$ cat src/rtl/approx_char_pkg.sv
// Shared types and width helpers for the approximate-adder
// error characterisation stage.
package approx_char_pkg;

  typedef enum logic [1:0] {
    IDLE,
    RUN,
    DRAIN,
    DONE
  } state_e;

  function automatic int err_w(input int w);
    return w + 1;
  endfunction

  function automatic int sq_w(input int w);
    return 2 * (w + 1);
  endfunction

  function automatic int sum_abs_w(input int w, input int l);
    return w + 1 + l;
  endfunction

  function automatic int sum_sq_w(input int w, input int l);
    return 2 * (w + 1) + l;
  endfunction

  function automatic int cnt_w(input int l);
    return l + 1;
  endfunction

endpackage

$ cat src/rtl/approx_err_calc.sv
// Two-stage error datapath: S1 forms |exact - o|,
// S2 squares it. Fixed latency, no backpressure.
module approx_err_calc
  import approx_char_pkg::*;
#(
  parameter int WIDTH = 8
) (
  input  logic                 clk,
  input  logic                 rst,
  input  logic                 valid_i,
  input  logic [WIDTH-1:0]     a_i,
  input  logic [WIDTH-1:0]     b_i,
  input  logic [WIDTH:0]       o_i,
  output logic                 valid_o,
  output logic [WIDTH:0]       err_o,
  output logic [2*WIDTH+1:0]   err_sq_o
);

  localparam int EW  = err_w(WIDTH);
  localparam int SQW = sq_w(WIDTH);

  logic [EW-1:0]     exact;
  logic signed [EW:0] diff;
  logic [EW-1:0]     err_d;
  logic [EW-1:0]     err_q;
  logic              v1_q;
  logic [EW-1:0]     err2_q;
  logic [SQW-1:0]    sq_q;
  logic [SQW-1:0]    sq_d;
  logic              v2_q;

  // o may lie outside the true sum range, so the
  // difference needs one extra sign bit.
  always_comb begin
    exact = EW'(a_i) + EW'(b_i);
    diff  = $signed({1'b0, exact}) - $signed({1'b0, o_i});
    err_d = diff[EW] ? EW'(-diff) : diff[EW-1:0];
    sq_d  = SQW'(err_q) * SQW'(err_q);
  end

  always_ff @(posedge clk) begin
    if (rst) begin
      v1_q   <= 1'b0;
      err_q  <= '0;
      v2_q   <= 1'b0;
      err2_q <= '0;
      sq_q   <= '0;
    end else begin
      v1_q   <= valid_i;
      err_q  <= err_d;
      v2_q   <= v1_q;
      err2_q <= err_q;
      sq_q   <= sq_d;
    end
  end

  assign valid_o  = v2_q;
  assign err_o    = err2_q;
  assign err_sq_o = sq_q;

endmodule

$ cat src/rtl/approx_add_err_char.sv
// Windowed MAE/WCE/EP/MSE statistics for an approximate adder,
// held for the host until acknowledged.
module approx_add_err_char
  import approx_char_pkg::*;
#(
  parameter int WIDTH  = 8,
  parameter int LOG2_N = 16
) (
  input  logic                        clk,
  input  logic                        rst,
  input  logic                        start,
  input  logic                        in_valid,
  output logic                        in_ready,
  input  logic [WIDTH-1:0]            in_a,
  input  logic [WIDTH-1:0]            in_b,
  input  logic [WIDTH:0]              in_o,
  output logic                        busy,
  output logic                        res_valid,
  input  logic                        res_ack,
  output logic [WIDTH+LOG2_N:0]       res_sum_abs,
  output logic [WIDTH:0]              res_mae,
  output logic [WIDTH:0]              res_wce,
  output logic [LOG2_N:0]             res_err_cnt,
  output logic [2*WIDTH+1+LOG2_N:0]   res_sum_sq,
  output logic [2*WIDTH+1:0]          res_mse
);

  localparam int EW  = err_w(WIDTH);
  localparam int SQW = sq_w(WIDTH);
  localparam int SAW = sum_abs_w(WIDTH, LOG2_N);
  localparam int SSW = sum_sq_w(WIDTH, LOG2_N);
  localparam int CW  = cnt_w(LOG2_N);
  localparam logic [CW-1:0] LAST = CW'((1 << LOG2_N) - 1);

  state_e          state_q;
  logic [CW-1:0]   cnt_q;
  logic            dly_q;
  logic            rv_q;

  logic [SAW-1:0]  sabs_q, sabs_d;
  logic [SSW-1:0]  ssq_q, ssq_d;
  logic [CW-1:0]   ecnt_q, ecnt_d;
  logic [EW-1:0]   wce_q, wce_d;

  logic [SAW-1:0]  r_sabs_q;
  logic [SSW-1:0]  r_ssq_q;
  logic [CW-1:0]   r_ecnt_q;
  logic [EW-1:0]   r_wce_q;

  logic            accept;
  logic            p_v;
  logic [EW-1:0]   p_err;
  logic [SQW-1:0]  p_sq;

  assign accept = in_valid && (state_q == RUN);

  approx_err_calc #(.WIDTH(WIDTH)) u_calc (
    .clk      (clk),
    .rst      (rst),
    .valid_i  (accept),
    .a_i      (in_a),
    .b_i      (in_b),
    .o_i      (in_o),
    .valid_o  (p_v),
    .err_o    (p_err),
    .err_sq_o (p_sq)
  );

  always_comb begin
    sabs_d = sabs_q;
    ssq_d  = ssq_q;
    ecnt_d = ecnt_q;
    wce_d  = wce_q;
    if (state_q == IDLE && start) begin
      sabs_d = '0;
      ssq_d  = '0;
      ecnt_d = '0;
      wce_d  = '0;
    end else if (p_v) begin
      sabs_d = sabs_q + SAW'(p_err);
      ssq_d  = ssq_q + SSW'(p_sq);
      ecnt_d = ecnt_q + CW'(p_err != '0);
      if (p_err > wce_q) wce_d = p_err;
    end
  end

  always_ff @(posedge clk) begin
    if (rst) begin
      state_q  <= IDLE;
      cnt_q    <= '0;
      dly_q    <= 1'b0;
      rv_q     <= 1'b0;
      sabs_q   <= '0;
      ssq_q    <= '0;
      ecnt_q   <= '0;
      wce_q    <= '0;
      r_sabs_q <= '0;
      r_ssq_q  <= '0;
      r_ecnt_q <= '0;
      r_wce_q  <= '0;
    end else begin
      sabs_q <= sabs_d;
      ssq_q  <= ssq_d;
      ecnt_q <= ecnt_d;
      wce_q  <= wce_d;
      unique case (state_q)
        IDLE: begin
          if (start) begin
            state_q <= RUN;
            cnt_q   <= '0;
          end
        end
        RUN: begin
          if (accept) begin
            cnt_q <= cnt_q + 1'b1;
            if (cnt_q == LAST) begin
              state_q <= DRAIN;
              dly_q   <= 1'b0;
            end
          end
        end
        // Last sample reaches S2 on the second drain cycle;
        // latch the accumulators' next values on that edge.
        DRAIN: begin
          dly_q <= 1'b1;
          if (dly_q) begin
            state_q  <= DONE;
            rv_q     <= 1'b1;
            r_sabs_q <= sabs_d;
            r_ssq_q  <= ssq_d;
            r_ecnt_q <= ecnt_d;
            r_wce_q  <= wce_d;
          end
        end
        DONE: begin
          if (res_ack) begin
            state_q <= IDLE;
            rv_q    <= 1'b0;
          end
        end
        default: state_q <= IDLE;
      endcase
    end
  end

  assign in_ready    = (state_q == RUN);
  assign busy        = (state_q == RUN) || (state_q == DRAIN);
  assign res_valid   = rv_q;
  assign res_sum_abs = r_sabs_q;
  assign res_mae     = r_sabs_q[SAW-1:LOG2_N];
  assign res_wce     = r_wce_q;
  assign res_err_cnt = r_ecnt_q;
  assign res_sum_sq  = r_ssq_q;
  assign res_mse     = r_ssq_q[SSW-1:LOG2_N];

endmodule

$ cat config.mk
export PLATFORM = sky130hd
export DESIGN_NAME = approx_add_err_char
export DESIGN_NICKNAME = d
export VERILOG_FILES = /design/src/rtl/approx_char_pkg.sv /design/src/rtl/approx_err_calc.sv /design/src/rtl/approx_add_err_char.sv
export SDC_FILE = /design/constraint.sdc
export NUM_CORES = 1
export LEC_CHECK = 0
export CAP_MARGIN = 20
export CELL_PAD_IN_SITES_DETAIL_PLACEMENT = 1
export CELL_PAD_IN_SITES_GLOBAL_PLACEMENT = 1
export CORE_ASPECT_RATIO = 0.75
export CORE_MARGIN = 2
export CORE_UTILIZATION = 46
export CTS_CLUSTER_SIZE = 10
export DETAILED_ROUTE_END_ITERATION = 12
export GPL_TIMING_DRIVEN = 0
export PLACE_DENSITY_LB_ADDON = 0.25
export SYNTH_ARGS = -nofsm -noshare
export SYNTH_HDL_FRONTEND = slang
export SYNTH_SLANG_ARGS = --single-unit
export TNS_END_PERCENT = 5
$ cat constraint.sdc
create_clock -name clk -period 10.7 [get_ports clk]
set_input_delay 2.14 -clock clk [delete_from_list [all_inputs] [get_ports clk]]
set_output_delay 2.14 -clock clk [all_outputs]
set_load 0.02 [all_outputs]
==> results.json, run 1 <==
{
  "status": "complete, no violations",
  "antenna_violating_nets_post_route": 0,
  "layout_min_cycle_time_ns": 5.56,
  "clock_tree.root_cell": "sky130_fd_sc_hd__clkbuf_16",
  "placer_s_final_routability_congestion_estimate": 0.877,
  "routed.top_layer": "met4",
  "placedInstanceArea_um2": 14500,
  "tritoncts": "yes",
  "met2_wirelength_um": 16300,
  "report.power.total_mw": 2.60,
  "cts_max_path_buffers": 3,
  "drt-wirelength-per-cell_um": 18.3,
  "holdCritPathClass": "reg -> reg",
  "rows": 52,
  "finalMaxSlewViolations": 0,
  "wl_met3_um": 1600,
  "syn_avg_cell_area_um2": 8.59,
  "finalSetupViolCount": 0,
  "num-fill-cells": 3205,
  "clkLatencyLatePin_ns": 0.52,
  "max_cap_violations": 0,
  "floorplan.die.height_um": 147,
  "rsz0062_at_grt": "false",
  "leakage_power_figure_nw": 6.31,
  "clock-skew-final_ns": 0.0100,
  "syn_to_final_growth_pct": 20.4,
  "post-route-cell-area_um2": 15200,
  "wirelength_um": 36400,
  "worstPathRequired_ns": 11.08,
  "grt_max_degree": 13,
  "grt_antenna_before_repair": 0,
  "starting_density_pct": 46.7,
  "synth-edff-count": 0,
  "post_cts.repair.setup_buffers": 0,
  "top_level_ports": 145,
  "syn_nets": 1632,
  "primary_flip_flop_cell_chosen_by_synthesis_mapping": "sky130_fd_sc_hd__dfxtp_1",
  "power.density_nw_per_um2": 171,
  "layout.nets": 1804,
  "crit_path_end_kind": "flop",
  "dr.pass1.iters": 5,
  "mostFrequentLayoutCells": "227 x sky130_fd_sc_hd__dfxtp_1, 164 x sky130_fd_sc_hd__nor2_1, 144 x sky130_fd_sc_hd__clkdlybuf4s50_1",
  "post_synth_num_cell_types": 65,
  "timing_limited_maximum_frequency_mhz": 180,
  "drive_above_1_share_pct": 4.57,
  "track_usage_pct": 25.4,
  "vias": 10849,
  "detailedRoute.firstIterationViolations": 442,
  "synth_cells": 1469,
  "port_buffers": 144,
  "timing_worst_setup_path_type": "reg -> reg",
  "final_hold_viol_count": 0,
  "setup.reg_to_reg.worst_slack_ns": 5.14,
  "startpoint_type": "flop",
  "max-slew-margin-rel_pct": 42.3,
  "async_reset_ff_share_pct": 0,
  "route.detailed.drc": 0,
  "vias_in_the_first_global_route": 11327,
  "mappedNetlistArea_um2": 12600,
  "yosys_warnings": 0,
  "yosysSeqAreaShare_pct": 36.0,
  "globalRoute.totalOverflow": 0,
  "ys_ff_latch": 227,
  "critPathArrivalTime_ns": 5.93,
  "die_x_um": 195,
  "crit_path_max_fanout": 10,
  "die_area_um2": 28800,
  "most_common_library_cell_in_the_layout_ignoring_fill_and_taps": "sky130_fd_sc_hd__dfxtp_1",
  "grt_pass1_wl_um": 59100,
  "path_clk_slew_ns": 0.06,
  "num_cts_buffers": 26,
  "setup_tns_ns": 0,
  "dp_hpwl_um": 28200,
  "cts_resized": 0,
  "n_antenna_cell": 0,
  "ir_drop_v": 0.000130,
  "route.layer.met1.wl_um": 17700,
  "postCtsHoldBufs": 0,
  "final.period_utilization_pct": 51.9,
  "design.core.area_um2": 27000,
  "max_slew.worst_pin.slew_ns": 0.866,
  "deepest_level_of_the_cts_h_tree": 1,
  "detail_route.vias_per_cell": 5.44,
  "numClockSinks": 227
}
==> metrics by stage <==
step	util [%]	hold slack, ns	instances	worst slack, ns
floorplan	-	0.414	1469	5.95
global placement	53.7	0.430	1964	5.32
detailed placement	53.7	0.434	1964	5.03
CTS	56.2	0.464	1993	5.13
global route	56.2	0.477	1993	4.80
finish	56.2	0.454	1993	5.14
==> per-layer routing <==
| layer | track usage, % | up-vias |
|---|---|---|
| li1 | - | 5222 |
| met1 | 34.9 | 5322 |
| met2 | 42.3 | 247 |
| met3 | 3.70 | 58 |
| met4 | 6.15 | 0 |
| met5 | 0 | - |
==> final timing paths <==
check	end	from	depth (start not counted)
worst max-delay path	u_calc.err_sq_o[17]	u_calc.err_q[6]	18
worst min-delay path	res_sum_sq[12]	res_sum_sq[12]	2
worst max register to register	u_calc.err_sq_o[17]	u_calc.err_q[6]	18
worst min register to register	res_sum_sq[12]	res_sum_sq[12]	2
==> flip-flops by register name, summed over array words and instances, names as in the netlist <==
name             flops
res_valid            1
res_sum_sq          34
state_q              2
res_wce              9
u_calc.err_q         9
sabs_q              25
u_calc.err_o         8
dly_q                1
res_err_cnt         17
u_calc.valid_o       1
ecnt_q              17
u_calc.err_sq_o     17
res_sum_abs         25
ssq_q               34
u_calc.v1_q          1
wce_q                9
cnt_q               17
==> where the power goes <==
| group | switching (mW) | internal, mW | leakage, nW | total [mW] |
|---|---|---|---|---|
| logic | 0.550 | 0.347 | 4.13 | 0.897 |
| clock network | 0.325 | 0.448 | 0.341 | 0.773 |
| registers | 0.0452 | 0.889 | 1.83 | 0.934 |
==> Yosys cell counts (all sizes together), types with 2 or more instances <==
| cell | number | area share, % |
|---|---|---|
| dfxtp | 227 | 36 |
| nor2 | 164 | 4.9 |
| nand2 | 143 | 4.3 |
| inv | 127 | 3.8 |
| ha | 91 | 9.0 |
| o21ai | 88 | 3.5 |
| xor2 | 66 | 4.6 |
| a21oi | 59 | 2.4 |
| clkbuf | 44 | 1.3 |
| fa | 42 | 6.7 |
| buf | 39 | 2.0 |
| and2 | 35 | 1.7 |
| xnor2 | 35 | 2.4 |
| nor3 | 32 | 1.4 |
| nand3 | 31 | 1.2 |
| mux2i | 27 | 2.1 |
| and3 | 24 | 1.2 |
| nor2b | 22 | 1.1 |
| nand4 | 19 | 0.94 |
| o211ai | 14 | 0.83 |
| a22oi | 13 | 0.77 |
| or3 | 12 | 0.60 |
| a211oi | 11 | 0.69 |
| nand2b | 11 | 0.55 |
| o21a | 11 | 0.65 |
| a21o | 10 | 0.60 |
| a21boi | 7 | 0.45 |
| mux2 | 6 | 0.54 |
| o22ai | 6 | 0.30 |
| and4 | 5 | 0.35 |
| nor4 | 5 | 0.25 |
| a31oi | 4 | 0.20 |
| o2111ai | 4 | 0.28 |
| o21bai | 4 | 0.24 |
| o31ai | 4 | 0.24 |
| a2111oi | 3 | 0.21 |
| nand3b | 3 | 0.18 |
| nor3b | 3 | 0.18 |
| o221ai | 3 | 0.26 |
| nand4b | 2 | 0.14 |
| or2 | 2 | 0.099 |
==> cell families after synthesis <==
| group | share of synthesized area [%] |
|---|---|
| adders and majority gates | 15.7 |
| and+or+nand+nor | 19.2 |
| AOI/OAI and AO/OA | 12.2 |
| buffers and inverters | 7.09 |
| xor gates and xnor gates | 7.01 |
| muxes | 2.68 |
| DFF | 36.0 |
==> cell type report <==
type                       instances  area (µm²)  area share [%]
buffer                            83         418            2.75
sequential                       227        4540            29.9
clock buffer                      29         693            4.56
multi-input combinational       1032        7170            47.2
tap                              351         439            2.89
timing repair buffer             144        1440            9.49
inverter                         127         477            3.14
==> critical path: stages (launching register included) <==
cell and delay [ns]:
sky130_fd_sc_hd__dfxtp_1 0.31, sky130_fd_sc_hd__clkbuf_1 0.37, sky130_fd_sc_hd__and2_1 0.29, sky130_fd_sc_hd__inv_1 0.09, sky130_fd_sc_hd__fa_1 0.59, sky130_fd_sc_hd__inv_1 0.08
sky130_fd_sc_hd__fa_1 0.52, sky130_fd_sc_hd__inv_1 0.05, sky130_fd_sc_hd__fa_1 0.47, sky130_fd_sc_hd__fa_1 0.55, sky130_fd_sc_hd__inv_1 0.04, sky130_fd_sc_hd__ha_1 0.34
sky130_fd_sc_hd__and3_1 0.18, sky130_fd_sc_hd__a22oi_1 0.38, sky130_fd_sc_hd__o221ai_1 0.26, sky130_fd_sc_hd__o41ai_1 0.47, sky130_fd_sc_hd__o21ai_0 0.20, sky130_fd_sc_hd__xor2_1 0.18
sky130_fd_sc_hd__nor2_1 0.05
Power figures use the tool's default switching activity.
==> run 2, diff against run 1 <==
- CORE_UTILIZATION: 46 -> 39
- clock period: 10.7 -> 5 ns (I/O delays scaled with it)
==> run 2 against run 1 <==
Critical path depth down 1; total power up 110%; core utilization down 7.6 points; highest routed layer unchanged; critical endpoint is now u_calc.err_sq_o[15]; clock power up 120%; final area up 0.93%; via count down 1.8%; clock skew down 0.0043 ns; non-clock buffer count down 2; maximum frequency up 19%; combinational power up 110%.
==> results.json, run 2 (synthesis gave the netlist of run 1 again) <==
{
  "rsz0062_at_grt": "false",
  "grt_pass1_wl_um": 58500,
  "grt_max_degree": 13,
  "antenna_violating_nets_post_route": 0,
  "floorplan.die.height_um": 160,
  "final.period_utilization_pct": 93.5,
  "postCtsHoldBufs": 0,
  "dp_hpwl_um": 28100,
  "drt-wirelength-per-cell_um": 17.4,
  "power.density_nw_per_um2": 365,
  "layout.nets": 1803,
  "clock_tree.root_cell": "sky130_fd_sc_hd__clkbuf_16",
  "detail_route.vias_per_cell": 5.20,
  "leakage_power_figure_nw": 6.34,
  "max_slew.worst_pin.slew_ns": 0.837,
  "dpl_worst_slack_ns": -0.496,
  "top_level_ports": 145,
  "placedInstanceArea_um2": 14600,
  "port_buffers": 144,
  "final.hold.worst_slack_ns": 0.451,
  "max_cap_violations": 0,
  "globalRoute.totalOverflow": 0,
  "post-route-cell-area_um2": 15300,
  "setup_slack_ns": 0.326,
  "final_hold_viol_count": 0,
  "vias": 10656,
  "numClockSinks": 227,
  "crit_path_max_fanout": 10,
  "die_x_um": 212,
  "max-slew-margin-rel_pct": 44.0,
  "ir_drop_v": 0.000223,
  "tritoncts": "yes",
  "mostFrequentLayoutCells": "220 x sky130_fd_sc_hd__dfxtp_1, 164 x sky130_fd_sc_hd__nor2_1, 144 x sky130_fd_sc_hd__clkdlybuf4s50_1",
  "grt_antenna_before_repair": 0,
  "n_antenna_cell": 0,
  "layout.core_utilization_pct": 48.6,
  "route.detailed.drc": 0,
  "die_area_um2": 33800,
  "syn_to_final_growth_pct": 21.5,
  "critPathArrivalTime_ns": 5.07,
  "finalSetupViolCount": 0,
  "holdCritPathClass": "reg -> reg",
  "report.power.total_mw": 5.60,
  "layout_min_cycle_time_ns": 4.67,
  "crit_path_end_kind": "flop",
  "placer_s_final_routability_congestion_estimate": 0.856,
  "finalMaxSlewViolations": 0,
  "clkLatencyLatePin_ns": 0.54,
  "rows": 56,
  "startpoint_type": "flop",
  "starting_density_pct": 40.0,
  "num_cts_buffers": 27,
  "dr.pass1.iters": 5,
  "detailedRoute.firstIterationViolations": 364,
  "design.core.area_um2": 31500,
  "clock-skew-final_ns": 0.00574,
  "num-fill-cells": 3749,
  "path_clk_slew_ns": 0.06,
  "worstPathRequired_ns": 5.40,
  "timing_limited_maximum_frequency_mhz": 214,
  "cts_max_path_buffers": 3,
  "deepest_level_of_the_cts_h_tree": 1,
  "most_common_library_cell_in_the_layout_ignoring_fill_and_taps": "sky130_fd_sc_hd__dfxtp_1",
  "track_usage_pct": 21.3,
  "drive_above_1_share_pct": 5.66,
  "vias_in_the_first_global_route": 11053,
  "wirelength_um": 35700,
  "timing_worst_setup_path_type": "reg -> reg",
  "status": "complete, no violations"
}
==> run 2: cell count changes in the layout (fill, tap and decap cells not counted), moves of 2 or more <==
cell                        previous run  this run
sky130_fd_sc_hd__o21ai_1               4         6
sky130_fd_sc_hd__dfxtp_1             227       220
sky130_fd_sc_hd__dfxtp_2               0         5
sky130_fd_sc_hd__o21ai_0              84        82
sky130_fd_sc_hd__a2111oi_0             3         1
sky130_fd_sc_hd__dfxtp_4               0         2
sky130_fd_sc_hd__clkbuf_1             44        41
==> run 2: layer usage <==
layer	vias to the layer above	track usage (%)	routed length, µm
li1	5220	-	-
met1	5201	30.5	18000
met2	190	34.4	15700
met3	45	2.81	1370
met4	0	4.48	659
met5	-	0	0
==> run 2: through the flow <==
step / std cells / TNS [ns]
finish: 2050 / 0
global route: 2050 / 0
CTS: 2050 / 0
detailed placement: 2019 / -1.55
global placement: 2019 / -1.31
floorplan: 1469 / 0
==> run 2: layout make-up <==
cell class / count / area (µm²) / share of cell area, %
multi-input combinational: 1032 / 7200 / 47.0
sequential: 227 / 4560 / 29.7
timing repair buffer: 145 / 1450 / 9.45
clock buffer: 31 / 701 / 4.57
tap: 406 / 508 / 3.31
inverter: 127 / 477 / 3.11
buffer: 80 / 418 / 2.73
clock inverter: 2 / 12.5 / 0.0816
==> run 2: final timing paths <==
path,from,endpoint,slack (ns),cells past startpoint
setup / recovery,u_calc.err_q[6],u_calc.err_sq_o[15],0.33,17
hold / removal,res_sum_sq[15],res_sum_sq[15],0.45,2
setup reg to reg,u_calc.err_q[6],u_calc.err_sq_o[15],0.33,17
hold reg to reg,res_sum_sq[15],res_sum_sq[15],0.45,2
==> run 2: power by group <==
group / switching, mW / internal [mW] / leakage (nW)
sequential: 0.112 / 1.91 / 1.84
combinational: 1.13 / 0.744 / 4.15
clock: 0.730 / 0.970 / 0.348
total: 1.98 / 3.62 / 6.34
==> run 2: critical path, cell delays in order, from the launching register on <==
cell,delay [ns]
sky130_fd_sc_hd__dfxtp_4,0.41
sky130_fd_sc_hd__and2_4,0.18
sky130_fd_sc_hd__inv_1,0.05
sky130_fd_sc_hd__fa_1,0.60
sky130_fd_sc_hd__inv_1,0.08
sky130_fd_sc_hd__fa_1,0.50
sky130_fd_sc_hd__inv_1,0.05
sky130_fd_sc_hd__fa_1,0.47
sky130_fd_sc_hd__fa_1,0.56
sky130_fd_sc_hd__inv_1,0.05
sky130_fd_sc_hd__ha_1,0.34
sky130_fd_sc_hd__and3_1,0.20
sky130_fd_sc_hd__a22oi_2,0.25
sky130_fd_sc_hd__o221ai_2,0.17
sky130_fd_sc_hd__o41ai_2,0.26
sky130_fd_sc_hd__buf_4,0.17
sky130_fd_sc_hd__xor2_1,0.14
sky130_fd_sc_hd__nor2_1,0.06
==> run 2: timing repair <==
action                                 4_1_cts  5_1_grt
gates resized for setup                     12       14
pin swaps                                    1        2
setup buffers                                1        0
endpoints found under the hold margin        0        0
setup endpoints to repair                    5        4
==> run 3, diff against run 2 <==
- CORE_ASPECT_RATIO: 0.75 -> 1.2
==> run 3 against run 2 <==
Global-route usage decreased by 0.77 points; worst setup slack got worse by 0.13 ns; final cell count about the same; clock skew increased by 0.0057 ns; largest cell class unchanged; via count decreased by 0.23%.
==> results.json, run 3 (synthesis gave the netlist of run 1 again) <==
{
  "detailedRoute.firstIterationViolations": 348,
  "dr.pass1.iters": 4,
  "detail_route.vias_per_cell": 5.18,
  "die_x_um": 168,
  "finalSetupViolCount": 0,
  "top_level_ports": 145,
  "deepest_level_of_the_cts_h_tree": 1,
  "path_clk_slew_ns": 0.06,
  "track_usage_pct": 20.6,
  "postCtsHoldBufs": 0,
  "n_antenna_cell": 0,
  "globalRoute.totalOverflow": 0,
  "die_area_um2": 33800,
  "cp_num_cells": 18,
  "setup_slack_ns": 0.196,
  "post-route-cell-area_um2": 15300,
  "route.detailed.drc": 0,
  "cp.buffers_inverters": 4,
  "vias_in_the_first_global_route": 11318,
  "port_buffers": 144,
  "crit_path_max_fanout": 10,
  "syn_to_final_growth_pct": 21.5,
  "clock_tree.root_cell": "sky130_fd_sc_hd__clkbuf_16",
  "dp_hpwl_um": 27100,
  "layout_min_cycle_time_ns": 4.80,
  "ir_drop_v": 0.000199,
  "critical_path.max_stage_delay_ns": 0.54,
  "busiest_layer": "met2",
  "layout.core_utilization_pct": 47.8,
  "holdPathStages": 1,
  "num_cts_buffers": 27,
  "worstPathRequired_ns": 5.40,
  "status": "complete, no violations",
  "multi_input_logic_area_um2": 7200,
  "timing_worst_setup_path_type": "reg -> reg",
  "max_cap_violations": 0,
  "critical-path-top-delay-family": "adder cells",
  "r2r.worst_path.cells": 18,
  "startpoint_type": "flop",
  "layout.nets": 1802,
  "slowest_cp_cell": "sky130_fd_sc_hd__fa_1",
  "leakage_power_figure_nw": 6.34,
  "most_common_library_cell_in_the_layout_ignoring_fill_and_taps": "sky130_fd_sc_hd__dfxtp_1",
  "final.period_utilization_pct": 96.1,
  "numClockSinks": 227,
  "wirelength_um": 34600,
  "placer_s_final_routability_congestion_estimate": 0.848,
  "placedInstanceArea_um2": 14600,
  "num-fill-cells": 3792,
  "drive_above_1_share_pct": 5.66,
  "timing_limited_maximum_frequency_mhz": 208,
  "finalMaxSlewViolations": 0,
  "post_cts.repair.setup_buffers": 0,
  "cts_max_path_buffers": 3,
  "holdCritPathClass": "reg -> reg",
  "crit_path_end_kind": "flop",
  "grt_max_degree": 14,
  "power.density_nw_per_um2": 364,
  "dpl_worst_slack_ns": -0.523,
  "max-slew-margin-rel_pct": 49.4,
  "clock-skew-final_ns": 0.0115,
  "grt_use_met3_pct": 2.92,
  "clkLatencyLatePin_ns": 0.55,
  "final.hold.worst_slack_ns": 0.435,
  "drt-wirelength-per-cell_um": 16.9,
  "final-seq-area_um2": 4560,
  "mostFrequentLayoutCells": "220 x sky130_fd_sc_hd__dfxtp_1, 163 x sky130_fd_sc_hd__nor2_1, 144 x sky130_fd_sc_hd__clkdlybuf4s50_1",
  "max_slew.worst_pin.slew_ns": 0.759,
  "grt_pass1_wl_um": 56900,
  "grtUsageMet1_pct": 23.2,
  "rows": 72,
  "final_hold_viol_count": 0,
  "starting_density_pct": 39.3,
  "floorplan.die.height_um": 201,
  "tritoncts": "yes",
  "cp_cell_sequence": "buf_6, and2_1, ha_1, xor2_1, fa_1, inv_1, fa_1, inv_1, fa_1, inv_1, ha_1, and3_1, a22oi_2, o221ai_2, o41ai_2, o21ai_1, xor2_1, nor2_1",
  "design.core.area_um2": 32100,
  "grt_antenna_before_repair": 0,
  "vias": 10631,
  "critPathArrivalTime_ns": 5.21,
  "antenna_violating_nets_post_route": 0,
  "grt.met2_usage_pct": 39.3
}
## run 3: layer usage
metal,part of all wire (%),vias to the layer above
met4,2.8,0
met5,0,-
met2,52,214
met3,4.6,61
met1,41,5142
li1,-,5214
## run 3: layout make-up
cell class                      instances  share of cell area, %
Clock buffer                           31                   4.57
Tap cell                              407                   3.32
Sequential cell                       227                   29.7
Inverter                              127                   3.11
Buffer                                 80                   2.73
Timing Repair Buffer                  144                   9.40
Multi-Input combinational cell       1032                   47.0
Clock inverter                          3                  0.139
## run 3: metrics by stage
step	setup TNS (ns)	power, mW	instances
6_report	0	5.57	2051
2_1_floorplan	0	3.40	1469
3_3_place_gp	-1.08	3.82	2020
5_1_grt	-0.0142	5.97	2051
4_1_cts	0	5.65	2051
3_5_place_dp	-1.44	3.89	2020
## run 3: report_power, final
| part | total [mW] | internal (mW) | switching [mW] | leakage, nW |
|---|---|---|---|---|
| Clock | 1.71 | 0.974 | 0.734 | 0.352 |
| Sequential | 2.02 | 1.91 | 0.115 | 1.84 |
| Combinational | 1.84 | 0.734 | 1.11 | 4.15 |
## run 3: path summary, 6_finish.rpt
check / start / to / slack [ns]
setup reg to reg: u_calc.err_q[7] / u_calc.err_sq_o[17] / 0.20
hold / removal: u_calc.v1_q / u_calc.valid_o / 0.44
hold reg to reg: u_calc.v1_q / u_calc.valid_o / 0.44
setup / recovery: u_calc.err_q[7] / u_calc.err_sq_o[17] / 0.20
## run 3: what timing repair did
item | in CTS | in global routing
gates resized for setup | 10 | 14
pin swaps | 0 | 3
setup endpoints to repair | 4 | 3
